**src/rtl/pipe_hazard_ctrl.sv**
```systemverilog
// Hazard/flush controller for the 5-stage RV32 pipeline: per-stage stall/bubble with
// prioritised mem-wait, MDU, branch-flush and load-use handling. Perf counters: HAZARD_PERF_CNT_EN.
module pipe_hazard_ctrl #(
  parameter int unsigned REG_AW          = 5,
  parameter int unsigned LOAD_USE_CYCLES = 1,
  parameter int unsigned PERF_W          = 32
) (
  input  logic              clk,
  input  logic              rst_n,
  input  logic              execute_i_need_jump,
  input  logic [REG_AW-1:0] decode_i_rs1,
  input  logic [REG_AW-1:0] decode_i_rs2,
  input  logic              decode_i_rs1_ren,
  input  logic              decode_i_rs2_ren,
  input  logic [REG_AW-1:0] regE_i_rd,
  input  logic              regE_i_is_load,
  input  logic              execute_i_mdu_start,
  input  logic              execute_i_mdu_done,
  input  logic              regM_i_mem_req,
  input  logic              dmem_i_ready,
  output logic              ctrl_o_regF_stall,
  output logic              ctrl_o_regD_stall,
  output logic              ctrl_o_regE_stall,
  output logic              ctrl_o_regM_stall,
  output logic              ctrl_o_regW_stall,
  output logic              ctrl_o_regF_bubble,
  output logic              ctrl_o_regD_bubble,
  output logic              ctrl_o_regE_bubble,
  output logic              ctrl_o_regM_bubble,
  output logic              ctrl_o_regW_bubble,
  output logic              ctrl_o_busy
`ifdef HAZARD_PERF_CNT_EN
  ,
  output logic [PERF_W-1:0] ctrl_o_stall_cycles,
  output logic [PERF_W-1:0] ctrl_o_flush_cnt,
  output logic [PERF_W-1:0] ctrl_o_lu_cnt
`endif
);

  localparam int unsigned LuW = $clog2(LOAD_USE_CYCLES) + 1;
  localparam logic [LuW-1:0] LuLoad = LuW'(LOAD_USE_CYCLES - 1);

  if (LOAD_USE_CYCLES < 1 || LOAD_USE_CYCLES > 4 || PERF_W < 1) begin : g_bad_param
    $error("pipe_hazard_ctrl: LOAD_USE_CYCLES must be 1..4 and PERF_W at least 1");
  end

  typedef enum logic {
    IDLE     = 1'b0,
    MDU_BUSY = 1'b1
  } state_t;

  state_t         state_q, state_d;
  logic [LuW-1:0] lu_cnt_q, lu_cnt_d;

  logic lu_hit, mem_wait, mdu_busy, lu_active;
  logic sel_mem, sel_mdu, sel_jmp, sel_lu, lu_load;

  // Raw hazard terms; x0 never creates a dependency.
  assign lu_hit = regE_i_is_load & (regE_i_rd != '0) &
                  ((decode_i_rs1_ren & (regE_i_rd == decode_i_rs1)) |
                   (decode_i_rs2_ren & (regE_i_rd == decode_i_rs2)));
  assign mem_wait  = regM_i_mem_req & ~dmem_i_ready;
  assign mdu_busy  = ((state_q == IDLE) & execute_i_mdu_start & ~execute_i_mdu_done) |
                     ((state_q == MDU_BUSY) & ~execute_i_mdu_done);
  assign lu_active = lu_hit | (lu_cnt_q != '0);

  // One-hot priority select; everything is forced idle while reset is held.
  assign sel_mem = rst_n & mem_wait;
  assign sel_mdu = rst_n & ~mem_wait & mdu_busy;
  assign sel_jmp = rst_n & ~mem_wait & ~mdu_busy & execute_i_need_jump;
  assign sel_lu  = rst_n & ~mem_wait & ~mdu_busy & ~execute_i_need_jump & lu_active;
  assign lu_load = sel_lu & (lu_cnt_q == '0) & lu_hit;

  always_ff @(posedge clk or negedge rst_n) begin
    if (!rst_n) begin
      state_q  <= IDLE;
      lu_cnt_q <= '0;
    end else begin
      state_q  <= state_d;
      lu_cnt_q <= lu_cnt_d;
    end
  end

  // MDU FSM and load-use penalty counter; both hold while the memory stage waits.
  always_comb begin
    state_d  = state_q;
    lu_cnt_d = lu_cnt_q;
    case (state_q)
      IDLE: begin
        if (execute_i_mdu_start & ~execute_i_mdu_done & ~mem_wait) state_d = MDU_BUSY;
      end
      MDU_BUSY: begin
        if (execute_i_mdu_done & ~mem_wait) state_d = IDLE;
      end
    endcase
    if (sel_jmp) begin
      lu_cnt_d = '0;
    end else if (sel_lu) begin
      if (lu_cnt_q != '0) lu_cnt_d = lu_cnt_q - LuW'(1);
      else if (lu_hit)    lu_cnt_d = LuLoad;
    end
  end

  always_comb begin
    ctrl_o_regF_stall  = 1'b0;
    ctrl_o_regD_stall  = 1'b0;
    ctrl_o_regE_stall  = 1'b0;
    ctrl_o_regM_stall  = 1'b0;
    ctrl_o_regW_stall  = 1'b0;
    ctrl_o_regF_bubble = 1'b0;
    ctrl_o_regD_bubble = 1'b0;
    ctrl_o_regE_bubble = 1'b0;
    ctrl_o_regM_bubble = 1'b0;
    ctrl_o_regW_bubble = 1'b0;
    if (sel_mem) begin
      ctrl_o_regF_stall  = 1'b1;
      ctrl_o_regD_stall  = 1'b1;
      ctrl_o_regE_stall  = 1'b1;
      ctrl_o_regM_stall  = 1'b1;
      ctrl_o_regW_bubble = 1'b1;
    end else if (sel_mdu) begin
      ctrl_o_regF_stall  = 1'b1;
      ctrl_o_regD_stall  = 1'b1;
      ctrl_o_regE_stall  = 1'b1;
      ctrl_o_regM_bubble = 1'b1;
    end else if (sel_jmp) begin
      ctrl_o_regD_bubble = 1'b1;
      ctrl_o_regE_bubble = 1'b1;
    end else if (sel_lu) begin
      ctrl_o_regF_stall  = 1'b1;
      ctrl_o_regD_stall  = 1'b1;
      ctrl_o_regE_bubble = 1'b1;
    end
    ctrl_o_busy = ctrl_o_regF_stall | ctrl_o_regD_stall | ctrl_o_regE_stall |
                  ctrl_o_regM_stall | ctrl_o_regW_stall;
  end

`ifdef HAZARD_PERF_CNT_EN
  // Free-running event counters, wrapping naturally at the counter width.
  always_ff @(posedge clk or negedge rst_n) begin
    if (!rst_n) begin
      ctrl_o_stall_cycles <= '0;
      ctrl_o_flush_cnt    <= '0;
      ctrl_o_lu_cnt       <= '0;
    end else begin
      if (ctrl_o_busy) ctrl_o_stall_cycles <= ctrl_o_stall_cycles + PERF_W'(1);
      if (sel_jmp)     ctrl_o_flush_cnt    <= ctrl_o_flush_cnt + PERF_W'(1);
      if (lu_load)     ctrl_o_lu_cnt       <= ctrl_o_lu_cnt + PERF_W'(1);
    end
  end
`endif

endmodule

```
**config.mk**
```make
export PLATFORM = sky130hd
export DESIGN_NAME = pipe_hazard_ctrl
export DESIGN_NICKNAME = d
export VERILOG_FILES = /design/src/rtl/pipe_hazard_ctrl.sv
export SDC_FILE = /design/constraint.sdc
export NUM_CORES = 1
export LEC_CHECK = 0
export BUFFER_PORTS_ARGS = -buffer_cell sky130_fd_sc_hd__buf_2
export CORE_AREA = 8 8 45 47
export CTS_CLUSTER_DIAMETER = 50
export DETAILED_ROUTE_END_ITERATION = 10
export DIE_AREA = 0 0 53 55
export PLACE_DENSITY_LB_ADDON = 0.25
export SLEW_MARGIN = 20
export SYNTH_ARGS = -nofsm -noshare
export SYNTH_HDL_FRONTEND = slang
export SYNTH_SLANG_ARGS = --single-unit
```
**constraint.sdc**
```tcl
create_clock -name clk -period 2.2 [get_ports clk]
set_clock_uncertainty 0.05 [all_clocks]
set_input_delay 0.44 -clock clk [delete_from_list [all_inputs] [get_ports clk]]
set_output_delay 0.44 -clock clk [all_outputs]
set_load 0.05 [all_outputs]
```
## Yosys cells after proc, flatten, opt, wreduce, memory -nomap -nowiden

Cells that the tools add are included.

- Memories kept: 0
- Bits in writable memories: 0
- Word-level logic and storage cells: 56
- Latch bits: 0
- Flip-flop bits (word level): 2
- Input port bits: 25
- Output and inout port bits: 11
- Bits in read-only memories: 0

- Add/sub/neg operators: 1
- Magnitude comparators: 0
- Reductions and logical operators: 2
- Equality and inequality tests: 2
- Multipliers: 0
- Shift-type cells: 0
- Multiplexer cells: 20
- Divide/modulo/power cells: 0
- Bitwise operators: 29

Operator list:

| operator | number |
|---|---|
| $mux 1 | 19 |
| $and 1x1->1 | 18 |
| $eq 5x5->1 | 2 |
| $not 1->1 | 6 |
| $or 1x1->1 | 5 |
| $reduce_bool 5->1 | 1 |
| $pmux 1 s2 | 1 |
| $reduce_bool 2->1 | 1 |
| $sub 1x1->1 const B | 1 |

## Logic depth before layout (Yosys ltp)

- Depth in word-level cells: 14
- Depth in mapped cells: 5

## Least setup slack after synthesis

OpenSTA, ideal clock, no wires.

- Kind: input port to output port
- From: input regE_i_rd[4]
- To: output ctrl_o_regF_stall
- Data arrival time: 3.175 ns
- Data required time: 1.710 ns
- Setup slack: -1.465 ns
- Stages on the path: 5
- Cells stage by stage: xor2_1 -> nor4_2 -> a32oi_1 -> o41ai_1 -> buf_4

- Longest elaborated chain between the ends: 10
- Elaborated cells on any way between the ends: 14
- Classes of those cells: 2 x eq/ne; 4 x mux; 7 x bitwise; 1 x reduce/logical

Ends and longest elaborated chain:

| what | line | text |
|---|---|---|
| start: declaration | 15 | `input logic [REG_AW-1:0] regE_i_rd,` |
| $eq 5x5->1, on equally long branches | 60, 61 |  |
| $and 1x1->1, on equally long branches | 60, 61 |  |
| $or 1x1->1 | 60 | `((decode_i_rs1_ren & (regE_i_rd == decode_i_rs1)) \|` |
| $and 1x1->1 * | 59 | `assign lu_hit = regE_i_is_load & (regE_i_rd != '0) &` |
| $or 1x1->1 * | 65 | `assign lu_active = lu_hit \| (lu_cnt_q != '0);` |
| $and 1x1->1 * | 71 | `assign sel_lu = rst_n & ~mem_wait & ~mdu_busy & ~execute_i_need_jump & lu_active;` |
| $mux 1 * (4 in series) | - |  |
| end: declaration | 21 | `output logic ctrl_o_regF_stall,` |

Mark *: on every way between the ends. The rest lies on a longest branch, timed or not.

## Worst setup path in the final report

- From: input decode_i_rs2[0]
- To: output ctrl_o_regD_stall

- Longest elaborated chain between the ends: 10

Ends and longest elaborated chain:

| what | line | text |
|---|---|---|
| start: declaration | 12 | `input logic [REG_AW-1:0] decode_i_rs2,` |
| $eq 5x5->1 | 61 | `(decode_i_rs2_ren & (regE_i_rd == decode_i_rs2)));` |
| $and 1x1->1 | 61 |  |
| $or 1x1->1 | 60 |  |
| $and 1x1->1 | 59 |  |
| $or 1x1->1 | 65 |  |
| $and 1x1->1 | 71 |  |
| $mux 1 | 129 | `end else if (sel_lu) begin` |
| $mux 1 | 126 | `end else if (sel_jmp) begin` |
| $mux 1 | 121 | `end else if (sel_mdu) begin` |
| $mux 1 | 115 | `if (sel_mem) begin` |
| end: declaration | 22 | `output logic ctrl_o_regD_stall,` |

No other way between the ends.

==> run_summary.xml <==
<?xml version="1.0" encoding="UTF-8"?>
<metrics>
  <group name="cts">
    <metric name="clkTransAtPathRegs" unit="ns">0</metric>
    <metric name="clock_latency" unit="ns">0</metric>
    <metric name="cts_hold_repair.buffers" unit="">0</metric>
    <metric name="cts_setup_buffers" unit="">0</metric>
  </group>
  <group name="timing">
    <metric name="hold_viol" unit="">0</metric>
    <metric name="setup_total_negative_slack" unit="ns">0</metric>
    <metric name="rsz_0062_raised_after_global_routing" unit="">true</metric>
    <metric name="fin_crit" unit="ns">2.19</metric>
    <metric name="post-route-period-util" unit="%">99.5</metric>
    <metric name="fmaxAchievable" unit="GHz">0.457</metric>
    <metric name="timing.final.max_slew_violations" unit="">0</metric>
    <metric name="setup_violations" unit="">0</metric>
  </group>
  <group name="detailed_routing">
    <metric name="route.detailed.drc" unit="">0</metric>
    <metric name="detail_routed_via_count_per_cell" unit="">4.18</metric>
    <metric name="totalWireLength" unit="mm">1.02</metric>
    <metric name="ant_nets" unit="">0</metric>
    <metric name="dr.pass1.iters" unit="">4</metric>
    <metric name="avgRoutedWirePerCell" unit="um">11.3</metric>
    <metric name="vias" unit="">376</metric>
    <metric name="drtIter0Drc" unit="">4</metric>
  </group>
  <group name="power">
    <metric name="power.leakage" unit="nW">0.302</metric>
    <metric name="vdd_drop_max" unit="uV">145</metric>
    <metric name="powerDensity" unit="mW/mm2">293</metric>
  </group>
  <group name="floorplan">
    <metric name="rows" unit="">14</metric>
    <metric name="ioPinCount" unit="">36</metric>
    <metric name="start_util" unit="%">20.6</metric>
    <metric name="fp.dieArea" unit="mm2">0.00292</metric>
    <metric name="die_w" unit="um">53</metric>
    <metric name="floorplan.core_area" unit="mm2">0.00138</metric>
    <metric name="die_h" unit="um">55</metric>
  </group>
  <group name="placed_design">
    <metric name="hpwl" unit="um">929</metric>
    <metric name="place.gp.congestion" unit="">0.722</metric>
    <metric name="buffer_ports.inserted" unit="">33</metric>
  </group>
  <group name="hold_path">
    <metric name="tightest_hold_check_type" unit="">primary input to asynchronous set/reset pin</metric>
  </group>
  <group name="global_route">
    <metric name="grt_antenna_before_repair" unit="">0</metric>
    <metric name="grtUsageTotal" unit="%">6.23</metric>
    <metric name="grt.met2_usage" unit="%">10.5</metric>
    <metric name="global_route.overflow_total" unit="">0</metric>
    <metric name="grt.busiest_layer" unit="">met2</metric>
    <metric name="grt_start_max_net_pins" unit="">6</metric>
    <metric name="groute.layer.met1.usage" unit="%">8.50</metric>
    <metric name="number_of_global_route_vias_before_repair" unit="">366</metric>
    <metric name="grt_pass1_wl" unit="mm">1.52</metric>
    <metric name="global_route_met3_utilization" unit="%">1.07</metric>
  </group>
  <group name="synth">
    <metric name="post-synth-top-area-cell" unit="">sky130_fd_sc_hd__xor2_1</metric>
    <metric name="synth-seq-cells" unit="">1</metric>
    <metric name="ys_async_sr_fraction" unit="%">100</metric>
    <metric name="dominantRegCellSynth" unit="">sky130_fd_sc_hd__dfrtp_1</metric>
    <metric name="ys.warnings.count" unit="">0</metric>
    <metric name="synth.cells.most_frequent" unit="">8 x sky130_fd_sc_hd__xor2_1, 4 x sky130_fd_sc_hd__buf_4, 3 x sky130_fd_sc_hd__inv_1, 3 x sky130_fd_sc_hd__nand2_1, 3 x sky130_fd_sc_hd__nor2_1</metric>
    <metric name="synth_area_per_cell" unit="um2">7.13</metric>
    <metric name="synth_top_area_share" unit="%">24.6</metric>
    <metric name="synth_enable_flop_cells" unit="">0</metric>
    <metric name="syn_inst" unit="">40</metric>
    <metric name="netlist_area" unit="um2">285</metric>
    <metric name="synth.area.top_cells" unit="">sky130_fd_sc_hd__xor2_1 25%, sky130_fd_sc_hd__buf_4 11%, sky130_fd_sc_hd__dfrtp_1 8.8%</metric>
    <metric name="synth.lib_cells_used.distinct" unit="">21</metric>
    <metric name="synth.yosys.seq_area_share" unit="%">8.77</metric>
    <metric name="most_common_cell_in_the_synthesized_netlist" unit="">sky130_fd_sc_hd__xor2_1</metric>
  </group>
  <group name="critical_path">
    <metric name="worstPathArrival" unit="ns">1.70</metric>
    <metric name="critical_path.endpoint_type" unit="">output port</metric>
    <metric name="critical_path.startpoint_type" unit="">primary input</metric>
    <metric name="worst_r2r_endpoint" unit="">state_q$_DFF_PN0_</metric>
    <metric name="regToRegStartpoint" unit="">state_q$_DFF_PN0_</metric>
    <metric name="start_point_of_the_critical_path" unit="">decode_i_rs2[0]</metric>
    <metric name="timing.critical_path.to" unit="">ctrl_o_regD_stall</metric>
    <metric name="critical_path_required" unit="ns">1.71</metric>
    <metric name="rr_worst_depth" unit="">2</metric>
    <metric name="r2r_setup_slack" unit="ns">1.50</metric>
    <metric name="path_class" unit="">primary input to output port</metric>
    <metric name="cp_max_fo" unit="">3</metric>
  </group>
  <group name="job">
    <metric name="cap_viol_max_count" unit="">0</metric>
  </group>
  <group name="layout">
    <metric name="reg_top3" unit="">state_q: 1 flops</metric>
    <metric name="layout-drive-gt1-share" unit="%">59.5</metric>
    <metric name="net_total_in_the_final_layout" unit="">101</metric>
    <metric name="largest_register_ffs" unit="">1</metric>
    <metric name="area_growth" unit="%">92.5</metric>
    <metric name="post-route-util" unit="%">39.7</metric>
    <metric name="register_with_the_most_flip_flops" unit="">state_q</metric>
    <metric name="antenna-diode-count" unit="">0</metric>
  </group>
  <group name="outcome">
    <metric name="status" unit="">completed</metric>
  </group>
</metrics>
report_power, final:
part	switching [mW]	internal, mW
Combinational	0.0853	0.0542
Sequential	0.000976	0.0206
Clock	0	0
critical path, cell delays in order:
cell                      delay (ns)
sky130_fd_sc_hd__buf_6          0.09
sky130_fd_sc_hd__xor2_2         0.16
sky130_fd_sc_hd__nor4_2         0.29
sky130_fd_sc_hd__a32oi_2        0.19
sky130_fd_sc_hd__o41ai_4        0.30
sky130_fd_sc_hd__buf_6          0.21
layout make-up:
type | instances | area, um2
Fill cell | 138 | 835
Multi-Input combinational cell | 33 | 270
Timing Repair Buffer | 37 | 223
Sequential cell | 1 | 25.0
Tap cell | 16 | 20.0
Inverter | 3 | 11.3
routing by layer:
| layer | vias to the layer above | part of all wire, % |
|---|---|---|
| met1 | 161 | 39 |
| met5 | - | 0 |
| met3 | 0 | 9.7 |
| li1 | 199 | - |
| met2 | 16 | 51 |
| met4 | 0 | 0 |
how the worst min path moves through the flow:
| stage | to | from | cells past startpoint |
|---|---|---|---|
| 2_1_floorplan | state_q$_DFF_PN0_ | rst_n | 0 |
| 3_3_place_gp | state_q$_DFF_PN0_ | rst_n | 1 |
| 3_5_place_dp | state_q$_DFF_PN0_ | rst_n | 1 |
| 4_1_cts | state_q$_DFF_PN0_ | rst_n | 1 |
| 5_1_grt | state_q$_DFF_PN0_ | rst_n | 1 |
| 6_report | state_q$_DFF_PN0_ | rst_n | 1 |
kinds of logic after synthesis:
family,count (synthesis),share of synthesized area (%)
buffers and inverters,7,14.5
flip-flops,1,8.77
AO/OA/AOI/OAI,8,19.3
other,1,1.31
XOR/XNOR,10,30.7
AND/OR/NAND/NOR,13,25.4
stage by stage:
stage / area, um2 / total power, mW / std cells / hold WS, ns / setup WS (ns)
final: 549 / 0.161 / 90 / 0.195 / 0.0116
after global routing: 549 / 0.172 / 90 / 0.205 / -0.119
after CTS: 549 / 0.162 / 90 / 0.195 / -0.0123
after detailed placement: 500 / 0.150 / 90 / 0.195 / -0.170
after global placement: 500 / 0.150 / 90 / 0.195 / -0.157
after floorplan: 315 / 0.108 / 41 / 0.0944 / -0.402
cell usage in the layout (no fill, tap or decap):
cell,netlist,layout
sky130_fd_sc_hd__a21oi_1,2,2
sky130_fd_sc_hd__a32oi_2,0,1
sky130_fd_sc_hd__and2_0,1,1
sky130_fd_sc_hd__buf_2,0,28
sky130_fd_sc_hd__buf_4,4,5
sky130_fd_sc_hd__buf_6,0,4
sky130_fd_sc_hd__conb_1,1,2
sky130_fd_sc_hd__dfrtp_1,1,1
sky130_fd_sc_hd__inv_1,3,3
sky130_fd_sc_hd__nand2_1,3,3
sky130_fd_sc_hd__nand2b_1,1,1
sky130_fd_sc_hd__nand3_1,1,1
sky130_fd_sc_hd__nor2_1,3,3
sky130_fd_sc_hd__nor4_2,1,2
sky130_fd_sc_hd__o21ai_1,1,1
sky130_fd_sc_hd__o21bai_1,1,1
sky130_fd_sc_hd__o22ai_1,1,1
sky130_fd_sc_hd__o41ai_2,0,1
sky130_fd_sc_hd__o41ai_4,0,1
sky130_fd_sc_hd__or2_2,1,1
sky130_fd_sc_hd__or4_1,1,1
sky130_fd_sc_hd__xnor2_1,2,2
sky130_fd_sc_hd__xor2_1,8,7
sky130_fd_sc_hd__xor2_2,0,1
timing repair:
item                       CTS  global route
setup endpoints to repair    3             4
gates resized for setup     11             0
pin swaps                    6             0
(Power assumes the default switching activity.)
